File: src/rtl/arbitro_alu_if.sv
// Request/ALU/response bundle between requesters, the arbiter and the external ALU.
// master = environment (requesters, ALU, consumer); slave = arbitro_alu.
interface arbitro_alu_if #(parameter int N_BITS = 8);
  logic              sol0_valido;
  logic              sol1_valido;
  logic [N_BITS-1:0] sol0_a;
  logic [N_BITS-1:0] sol0_b;
  logic [N_BITS-1:0] sol1_a;
  logic [N_BITS-1:0] sol1_b;
  logic [2:0]        sol0_op;
  logic [2:0]        sol1_op;
  logic              sol0_listo;
  logic              sol1_listo;
  logic [N_BITS-1:0] alu_a;
  logic [N_BITS-1:0] alu_b;
  logic [2:0]        alu_op;
  logic [N_BITS-1:0] alu_resultado;
  logic              resp_valido;
  logic              resp_id;
  logic [N_BITS-1:0] resp_resultado;
  logic              resp_error;
  logic              resp_listo;

  modport master (
    output sol0_valido, sol1_valido, sol0_a, sol0_b, sol1_a, sol1_b, sol0_op, sol1_op,
    output alu_resultado, resp_listo,
    input  sol0_listo, sol1_listo, alu_a, alu_b, alu_op,
    input  resp_valido, resp_id, resp_resultado, resp_error
  );

  modport slave (
    input  sol0_valido, sol1_valido, sol0_a, sol0_b, sol1_a, sol1_b, sol0_op, sol1_op,
    input  alu_resultado, resp_listo,
    output sol0_listo, sol1_listo, alu_a, alu_b, alu_op,
    output resp_valido, resp_id, resp_resultado, resp_error
  );
endinterface

File: src/rtl/arbitro_alu.sv
// Two-requester arbiter in front of a combinational ALU; ARBITRO_ALU_ROUND_ROBIN_EN selects round-robin over fixed priority.
// Latency: accept edge -> resp_valido after the second edge; one op in flight, next accept 3 cycles later at best.
// Backpressure: response held in ENTREGA until resp_listo; no listo is raised outside ESPERA.
module arbitro_alu #(
  parameter int N_BITS = 8
) (
  input  logic          clk,
  input  logic          reset_n,
  arbitro_alu_if.slave  bus
);

  typedef enum logic [1:0] {ESPERA, EJECUTA, ENTREGA} state_e;

  state_e            state_q, state_d;
  logic [N_BITS-1:0] a_q, a_d;
  logic [N_BITS-1:0] b_q, b_d;
  logic [2:0]        op_q, op_d;
  logic              id_q, id_d;
  logic              resp_valido_q, resp_valido_d;
  logic              resp_id_q, resp_id_d;
  logic              resp_error_q, resp_error_d;
  logic [N_BITS-1:0] resp_resultado_q, resp_resultado_d;

  logic gnt0, gnt1, accept, op_ok;

`ifdef ARBITRO_ALU_ROUND_ROBIN_EN
  // last_q holds the id served last; reset to 1 so requester 0 wins first.
  logic last_q, last_d;

  always_comb begin
    gnt0   = bus.sol0_valido & (~bus.sol1_valido | last_q);
    gnt1   = bus.sol1_valido & (~bus.sol0_valido | ~last_q);
    last_d = accept ? gnt1 : last_q;
  end

  always_ff @(posedge clk or negedge reset_n) begin
    if (!reset_n) last_q <= 1'b1;
    else          last_q <= last_d;
  end
`else
  always_comb begin
    gnt0 = bus.sol0_valido;
    gnt1 = bus.sol1_valido & ~bus.sol0_valido;
  end
`endif

  assign accept = (state_q == ESPERA) & (gnt0 | gnt1);
  assign op_ok  = (op_q >= 3'd1) && (op_q <= 3'd4);

  always_ff @(posedge clk or negedge reset_n) begin
    if (!reset_n) state_q <= ESPERA;
    else          state_q <= state_d;
  end

  always_comb begin
    state_d = state_q;
    case (state_q)
      ESPERA:  if (accept)         state_d = EJECUTA;
      EJECUTA:                     state_d = ENTREGA;
      ENTREGA: if (bus.resp_listo) state_d = ESPERA;
      default:                     state_d = ESPERA;
    endcase
  end

  always_comb begin
    bus.sol0_listo     = (state_q == ESPERA) & gnt0;
    bus.sol1_listo     = (state_q == ESPERA) & gnt1;
    bus.alu_a          = a_q;
    bus.alu_b          = b_q;
    bus.alu_op         = (state_q == EJECUTA) ? op_q : 3'b000;
    bus.resp_valido    = resp_valido_q;
    bus.resp_id        = resp_id_q;
    bus.resp_error     = resp_error_q;
    bus.resp_resultado = resp_resultado_q;
  end

  // Datapath registers: operands captured on accept, response captured leaving EJECUTA.
  always_comb begin
    a_d              = a_q;
    b_d              = b_q;
    op_d             = op_q;
    id_d             = id_q;
    resp_valido_d    = resp_valido_q;
    resp_id_d        = resp_id_q;
    resp_error_d     = resp_error_q;
    resp_resultado_d = resp_resultado_q;
    if (accept) begin
      a_d  = gnt1 ? bus.sol1_a  : bus.sol0_a;
      b_d  = gnt1 ? bus.sol1_b  : bus.sol0_b;
      op_d = gnt1 ? bus.sol1_op : bus.sol0_op;
      id_d = gnt1;
    end
    if (state_q == EJECUTA) begin
      resp_valido_d    = 1'b1;
      resp_id_d        = id_q;
      resp_error_d     = ~op_ok;
      resp_resultado_d = op_ok ? bus.alu_resultado : '0;
    end
    if ((state_q == ENTREGA) && bus.resp_listo) resp_valido_d = 1'b0;
  end

  always_ff @(posedge clk or negedge reset_n) begin
    if (!reset_n) begin
      a_q              <= '0;
      b_q              <= '0;
      op_q             <= '0;
      id_q             <= 1'b0;
      resp_valido_q    <= 1'b0;
      resp_id_q        <= 1'b0;
      resp_error_q     <= 1'b0;
      resp_resultado_q <= '0;
    end else begin
      a_q              <= a_d;
      b_q              <= b_d;
      op_q             <= op_d;
      id_q             <= id_d;
      resp_valido_q    <= resp_valido_d;
      resp_id_q        <= resp_id_d;
      resp_error_q     <= resp_error_d;
      resp_resultado_q <= resp_resultado_d;
    end
  end

endmodule
File: src/flat_wrapper.sv
// flat-port wrapper written by rule: the top's interface ports become plain ports
module arbitro_alu_flat 
#(
  parameter int N_BITS = 8
)
  (clk, reset_n, bus_sol0_valido, bus_sol1_valido, bus_sol0_a, bus_sol0_b, bus_sol1_a, bus_sol1_b, bus_sol0_op, bus_sol1_op, bus_alu_resultado, bus_resp_listo, bus_sol0_listo, bus_sol1_listo, bus_alu_a, bus_alu_b, bus_alu_op, bus_resp_valido, bus_resp_id, bus_resp_resultado, bus_resp_error);
  arbitro_alu_if #(.N_BITS(N_BITS)) bus_i ();
  input  logic clk;
  input  logic reset_n;
  input wire logic [$bits(bus_i.sol0_valido)-1:0] bus_sol0_valido;
  input wire logic [$bits(bus_i.sol1_valido)-1:0] bus_sol1_valido;
  input wire logic [$bits(bus_i.sol0_a)-1:0] bus_sol0_a;
  input wire logic [$bits(bus_i.sol0_b)-1:0] bus_sol0_b;
  input wire logic [$bits(bus_i.sol1_a)-1:0] bus_sol1_a;
  input wire logic [$bits(bus_i.sol1_b)-1:0] bus_sol1_b;
  input wire logic [$bits(bus_i.sol0_op)-1:0] bus_sol0_op;
  input wire logic [$bits(bus_i.sol1_op)-1:0] bus_sol1_op;
  input wire logic [$bits(bus_i.alu_resultado)-1:0] bus_alu_resultado;
  input wire logic [$bits(bus_i.resp_listo)-1:0] bus_resp_listo;
  output wire logic [$bits(bus_i.sol0_listo)-1:0] bus_sol0_listo;
  output wire logic [$bits(bus_i.sol1_listo)-1:0] bus_sol1_listo;
  output wire logic [$bits(bus_i.alu_a)-1:0] bus_alu_a;
  output wire logic [$bits(bus_i.alu_b)-1:0] bus_alu_b;
  output wire logic [$bits(bus_i.alu_op)-1:0] bus_alu_op;
  output wire logic [$bits(bus_i.resp_valido)-1:0] bus_resp_valido;
  output wire logic [$bits(bus_i.resp_id)-1:0] bus_resp_id;
  output wire logic [$bits(bus_i.resp_resultado)-1:0] bus_resp_resultado;
  output wire logic [$bits(bus_i.resp_error)-1:0] bus_resp_error;
  assign bus_i.sol0_valido = bus_sol0_valido;
  assign bus_i.sol1_valido = bus_sol1_valido;
  assign bus_i.sol0_a = bus_sol0_a;
  assign bus_i.sol0_b = bus_sol0_b;
  assign bus_i.sol1_a = bus_sol1_a;
  assign bus_i.sol1_b = bus_sol1_b;
  assign bus_i.sol0_op = bus_sol0_op;
  assign bus_i.sol1_op = bus_sol1_op;
  assign bus_i.alu_resultado = bus_alu_resultado;
  assign bus_i.resp_listo = bus_resp_listo;
  assign bus_sol0_listo = bus_i.sol0_listo;
  assign bus_sol1_listo = bus_i.sol1_listo;
  assign bus_alu_a = bus_i.alu_a;
  assign bus_alu_b = bus_i.alu_b;
  assign bus_alu_op = bus_i.alu_op;
  assign bus_resp_valido = bus_i.resp_valido;
  assign bus_resp_id = bus_i.resp_id;
  assign bus_resp_resultado = bus_i.resp_resultado;
  assign bus_resp_error = bus_i.resp_error;
  arbitro_alu #(.N_BITS(N_BITS)) u_core (.clk(clk), .reset_n(reset_n), .bus(bus_i));
endmodule
File: config.mk
export PLATFORM = sky130hd
export DESIGN_NAME = arbitro_alu_flat
export DESIGN_NICKNAME = d
export VERILOG_FILES = /design/src/rtl/arbitro_alu_if.sv /design/src/rtl/arbitro_alu.sv /design/src/flat_wrapper.sv
export SDC_FILE = /design/constraint.sdc
export NUM_CORES = 1
export LEC_CHECK = 0
export ABC_AREA = 1
export CELL_PAD_IN_SITES_DETAIL_PLACEMENT = 0
export CELL_PAD_IN_SITES_GLOBAL_PLACEMENT = 1
export CORE_MARGIN = 2
export CORE_UTILIZATION = 27
export CTS_CLUSTER_DIAMETER = 30
export DETAILED_ROUTE_END_ITERATION = 7
export PLACE_DENSITY_LB_ADDON = 0.1
export SETUP_SLACK_MARGIN = 0.1
export SYNTH_ARGS = -nofsm -noshare
export SYNTH_HDL_FRONTEND = slang
export SYNTH_SLANG_ARGS = --single-unit
File: constraint.sdc
create_clock -name clk -period 1.2 [get_ports clk]
set_input_delay 0.3 -clock clk [delete_from_list [all_inputs] [get_ports clk]]
set_output_delay 0.3 -clock clk [all_outputs]
set_load 0.05 [all_outputs]
# == After elaboration in Yosys (flattened, before gate mapping) ==
# Cells that the tools add are included.
# classes
n_lt_le_gt_ge,2
eq_ne,4
n_mux,10
bitwise_logic,7
n_reduce_logical,5
# ops
cell,n
two-way mux 8 bit,3
two-way mux 3 bit,2
case mux 2 bit (3 select lines),1
bitwise AND 1 bit,4
two-way mux 2 bit,2
>= comparator 3 x 1 -> 1 bit (second input constant),1
less-or-equal comparator 3 bit (second input constant),1
== test 2 x 1 -> 1 bit (second input constant),1
== test 2 bit (second input constant),1
logical AND 1 bit,2
zero test 2 bit,1
two-way mux 1 bit,2
inequality test 2 x 1 -> 1 bit (second input constant),1
inequality test 2 bit (second input constant),1
NOT 1 bit,2
AND reduction 2 bit,1
nonzero test 2 bit,1
OR 1 bit,1
# word_totals
regBits,33
in_bits,51
out_inout_bits,32
elab_cells,37

# == Depth between registers and ports, before layout ==
# logic_depth
ltp_word,6
ltp_mapped,7
mapped_depth_nobuf,6

# == Worst setup path before layout ==
# No wires, ideal clock.
# synth_path
kind,register -> output
startpoint,reg u_core.state_q[1]
endpoint,out bus_alu_op[0]
t_arrival_ns,1.383
required_time_ns,0.900
path_slack_ns,-0.483
path_stages_with_launch,5
path_buffers,1
path_cell_list,dfrtp_1 -> inv_1 -> nand2_1 -> buf_2 -> nor2_1
# synth_via
elab_chain_len,2
# synth_lines
item,line_no,text
start: declaration,arbitro_alu.sv:14,"state_e state_q, state_d;"
start signal: assignment,arbitro_alu.sv:52,else state_q <= state_d;
== test 2 x 1 -> 1 bit,arbitro_alu.sv:70,bus.alu_op = (state_q == EJECUTA) ? op_q : 3'b000;
two-way mux 3 bit,arbitro_alu.sv:70,
end: declaration,flat_wrapper.sv:24,output wire logic [$bits(bus_i.alu_op)-1:0] bus_alu_op;
# Every way passes these cells.

# == Worst setup path in the final report ==
# layout_path
startpoint,reg u_core.state_q[0]
endpoint,out bus_sol0_listo
# layout_via
elab_chain_len,2
# layout_lines
item,line_no,text
zero test 2 bit,arbitro_alu.sv:66,bus.sol0_listo = (state_q == ESPERA) & gnt0;
bitwise AND 1 bit,arbitro_alu.sv:66,
end: declaration,flat_wrapper.sv:20,output wire logic [$bits(bus_i.sol0_listo)-1:0] bus_sol0_listo;
# Every way passes these cells.

==> impl_metrics.csv <==
group,metric,value,unit
cts,cts_buffers,5,
cts,clock_sinks,33,
floorplanning,design.core.area,5956,um2
floorplanning,die_h,82.60,um
critical_path,cp_slowest_stage_delay,0.44,ns
timing,relSlewSlack,85.44,%
cts,clockBufferDepth,2,
synth,synth_edf_count,0,
routing,drt-initial-drc-count,40,
critical_path,crit_type,"reg2out",
timing,rsz0062_at_grt,"yes",
synth,synth_common_cells,"nand2_1 (121), dfrtp_1 (33), nand3_1 (29)",
synth,syn_area_per_cell,7.158,um2
timing,maxSlewViolCount,0,
critical_path,required,0.90,ns
synth,synth-async-reset-ratio,100.0,%
final_layout,syn2layout_area_growth,104.2,%
final_layout,antenna_cells,0,
cts,clockRootBuffer,"clkbuf_8",
routing,dr.pass1.iters,4,
floorplanning,start_util,28.00,%
placed_design,routabilityCongestion,0.7009,
timing,fin_crit,1.505,ns
power,power.density,2707,nW/um2
routing,drc,0,
floorplanning,num_rows,28,
cts,cts_tree,"yes",
power,p_leak,1.743,nW
synth,syn_inst,233,
status,status,"finished, violations left",
synth,netlist.area_leader.share,49.51,%
global_route,grt_max_degree,34,
timing,skew,0.005842,ns
timing,fin_setup_tns,-4.500,ns
global_route,grt.total_usage,16.24,%
synth,yosysWarnings,0,
placed_design,port_buffers,82,
timing,finalHoldViolations,0,
run,cap_violations,0,
routing,ant_nets,0,
critical_path,endpoint_kind,"primary output",
critical_path,cpMostUsedCell,"nor2_4",
cts,insertion_delay,0.28,ns
global_route,grt_first_pass_wirelength,8383,um
placed_design,place.detailed.hpwl,3507,um
synth,synth-main-ff-cell,"dfrtp_1",
power,power.total,9.218,mW
status,violations,"negative setup slack",
critical_path,worstPathArrival,1.21,ns
global_route,grt_pass1_vias,1835,
floorplanning,dieArea,6822,um2
critical_path,cp-start-kind,"register",
timing,max_freq,664.3,MHz
routing,vias,1818,
routing,postRouteWirelength,4777,um
critical_path,crit_path_top_delay_cell,"dfrtp_2",
final_layout,drive_above_1_share,32.48,%
cts,path_clk_slew,0.07,ns
final_layout,nets,402,
synth,ys_seq_elements,33,
synth,synth_area_leader_cell,"dfrtp_1",
timing,hold_ws,0.5070,ns
timing,final-setup-viol-count,26,
global_route,globalRouteOverflowTotal,0,
power,vdd_ir_drop_max,1.464,mV
routing,wl_per_cell,11.21,um
timing,layout_setup_ws,-0.3054,ns
floorplanning,ios,83,
synth,syn_nets,284,
synth,yosys-top-cells-area,"dfrtp_1 (50%), nand2_1 (27%), nand3_1 (8.7%), inv_1 (3.4%), nor2_1 (3.4%)",
critical_path,critPathMaxFanout,3,
global_route,antenna_found_initial,0,
routing,routed_via_density,4.268,
critical_path,path_cells,"nor2_4 > inv_4 > nor2_4 > buf_12",
timing,worst_pin_slew,0.2176,ns
synth,yosysSeqAreaShare,49.51,%
critical_path,crit_family,"flip-flops",
hold_path,hold_class,"in2async",
critical_path,crit_buf_inv,2,
floorplanning,die_w,82.60,um
timing,fin_crit_sh,125.5,%
cts,htreeDepth,2,
synth,synth.most_common_cell,"nand2_1",
synth,ys_types,14,
synth,syn_area,1668,um2
path summary, 6_finish.rpt:
path / slack, ns / start / cells after the start / to
setup / recovery: -0.31 / u_core.state_q[0] / 4 / bus_sol0_listo
hold / removal: 0.51 / reset_n / 3 / u_core.bus.alu_a[0]
setup reg to reg: -0.18 / u_core.state_q[0] / 8 / u_core.bus.alu_b[7]
hold reg to reg: 0.52 / u_core.op_q[2] / 2 / u_core.op_q[2]
max in group asynchronous: 0.50 / reset_n / 3 / u_core.state_q[0]
min in group clk: 0.52 / u_core.op_q[2] / 2 / u_core.op_q[2]
cell usage in the layout, fill, tap and decap left out, types with 2 or more instances in the layout:
cell type	synthesis	final
clkbuf_8	0	6
nand2_1	121	100
nand2_4	0	3
nor2_1	15	9
nand3_1	29	28
nor2_4	1	7
buf_12	0	33
nand2_2	0	18
buf_6	0	9
inv_1	15	15
clkdlybuf4s50_1	0	47
dlymetal6s2s_1	0	2
dfrtp_1	33	32
buf_4	4	28
state kept, by name, indices dropped and copies added, names as in the netlist:
| register | cells |
|---|---|
| u_core.bus.alu_a | 8 |
| u_core.bus.alu_b | 8 |
| u_core.bus.resp_id | 1 |
| u_core.bus.resp_valido | 1 |
| u_core.bus.resp_error | 1 |
| u_core.state_q | 2 |
| u_core.op_q | 3 |
| u_core.id_q | 1 |
| u_core.bus.resp_resultado | 8 |
per-stage QoR:
stage	area [um2]	instances	util [%]	setup WS, ns
after floorplan	1714	233	-	-0.08574
after global placement	3050	401	51.22	-0.3559
after detailed placement	3050	401	51.22	-0.3656
after CTS	3302	421	55.44	-0.3078
after global routing	3406	426	57.18	-0.3676
final	3406	426	57.18	-0.3054
worst reg2reg max path: stages (launching register included):
cell     delay [ns]
dfrtp_2        0.44
nor2_4         0.15
inv_4          0.06
buf_4          0.13
buf_6          0.11
nor2_4         0.14
buf_8          0.17
nand2_2        0.06
nand2_2        0.06
routing by layer:
layer | global-route usage, % | part of all wire, % | vias to the layer above
li1 | - | - | 944
met1 | 20.19 | 43 | 816
met5 | 0 | 0 | -
met4 | 5.574 | 1.5 | 0
met3 | 5.109 | 7.3 | 7
met2 | 26.61 | 48 | 51
report_power, final:
group	leakage, nW	internal (mW)	total, mW	switching, mW
registers	0.411	1.63	2.18	0.550
clock network	0.0443	0.455	0.851	0.396
logic	1.29	3.04	6.18	3.14
total	1.74	5.13	9.22	4.09
kinds of logic after synthesis:
logic type	after synthesis	share of synthesized area (%)
simple gates	167	40.36
flops	33	49.51
buf+inv	28	7.727
compound gates	5	2.401
repair_timing:
action / in CTS / in global routing
resized for setup: 18 / 30
endpoints found under the setup margin: 64 / 65
endpoints found under the hold margin: 33 / 0
setup buffers: 13 / 10
hold buffers: 1 / 0
pin swaps: 5 / 12
layout make-up:
class	instances	area [um2]
flip-flops and latches	33	827.0
clock buffers	7	86.33
multi-input cells	172	834.6
inverters	17	66.31
repair buffers	122	1498
well taps	75	93.84
fillers	566	2550
(Power assumes the default switching activity.)
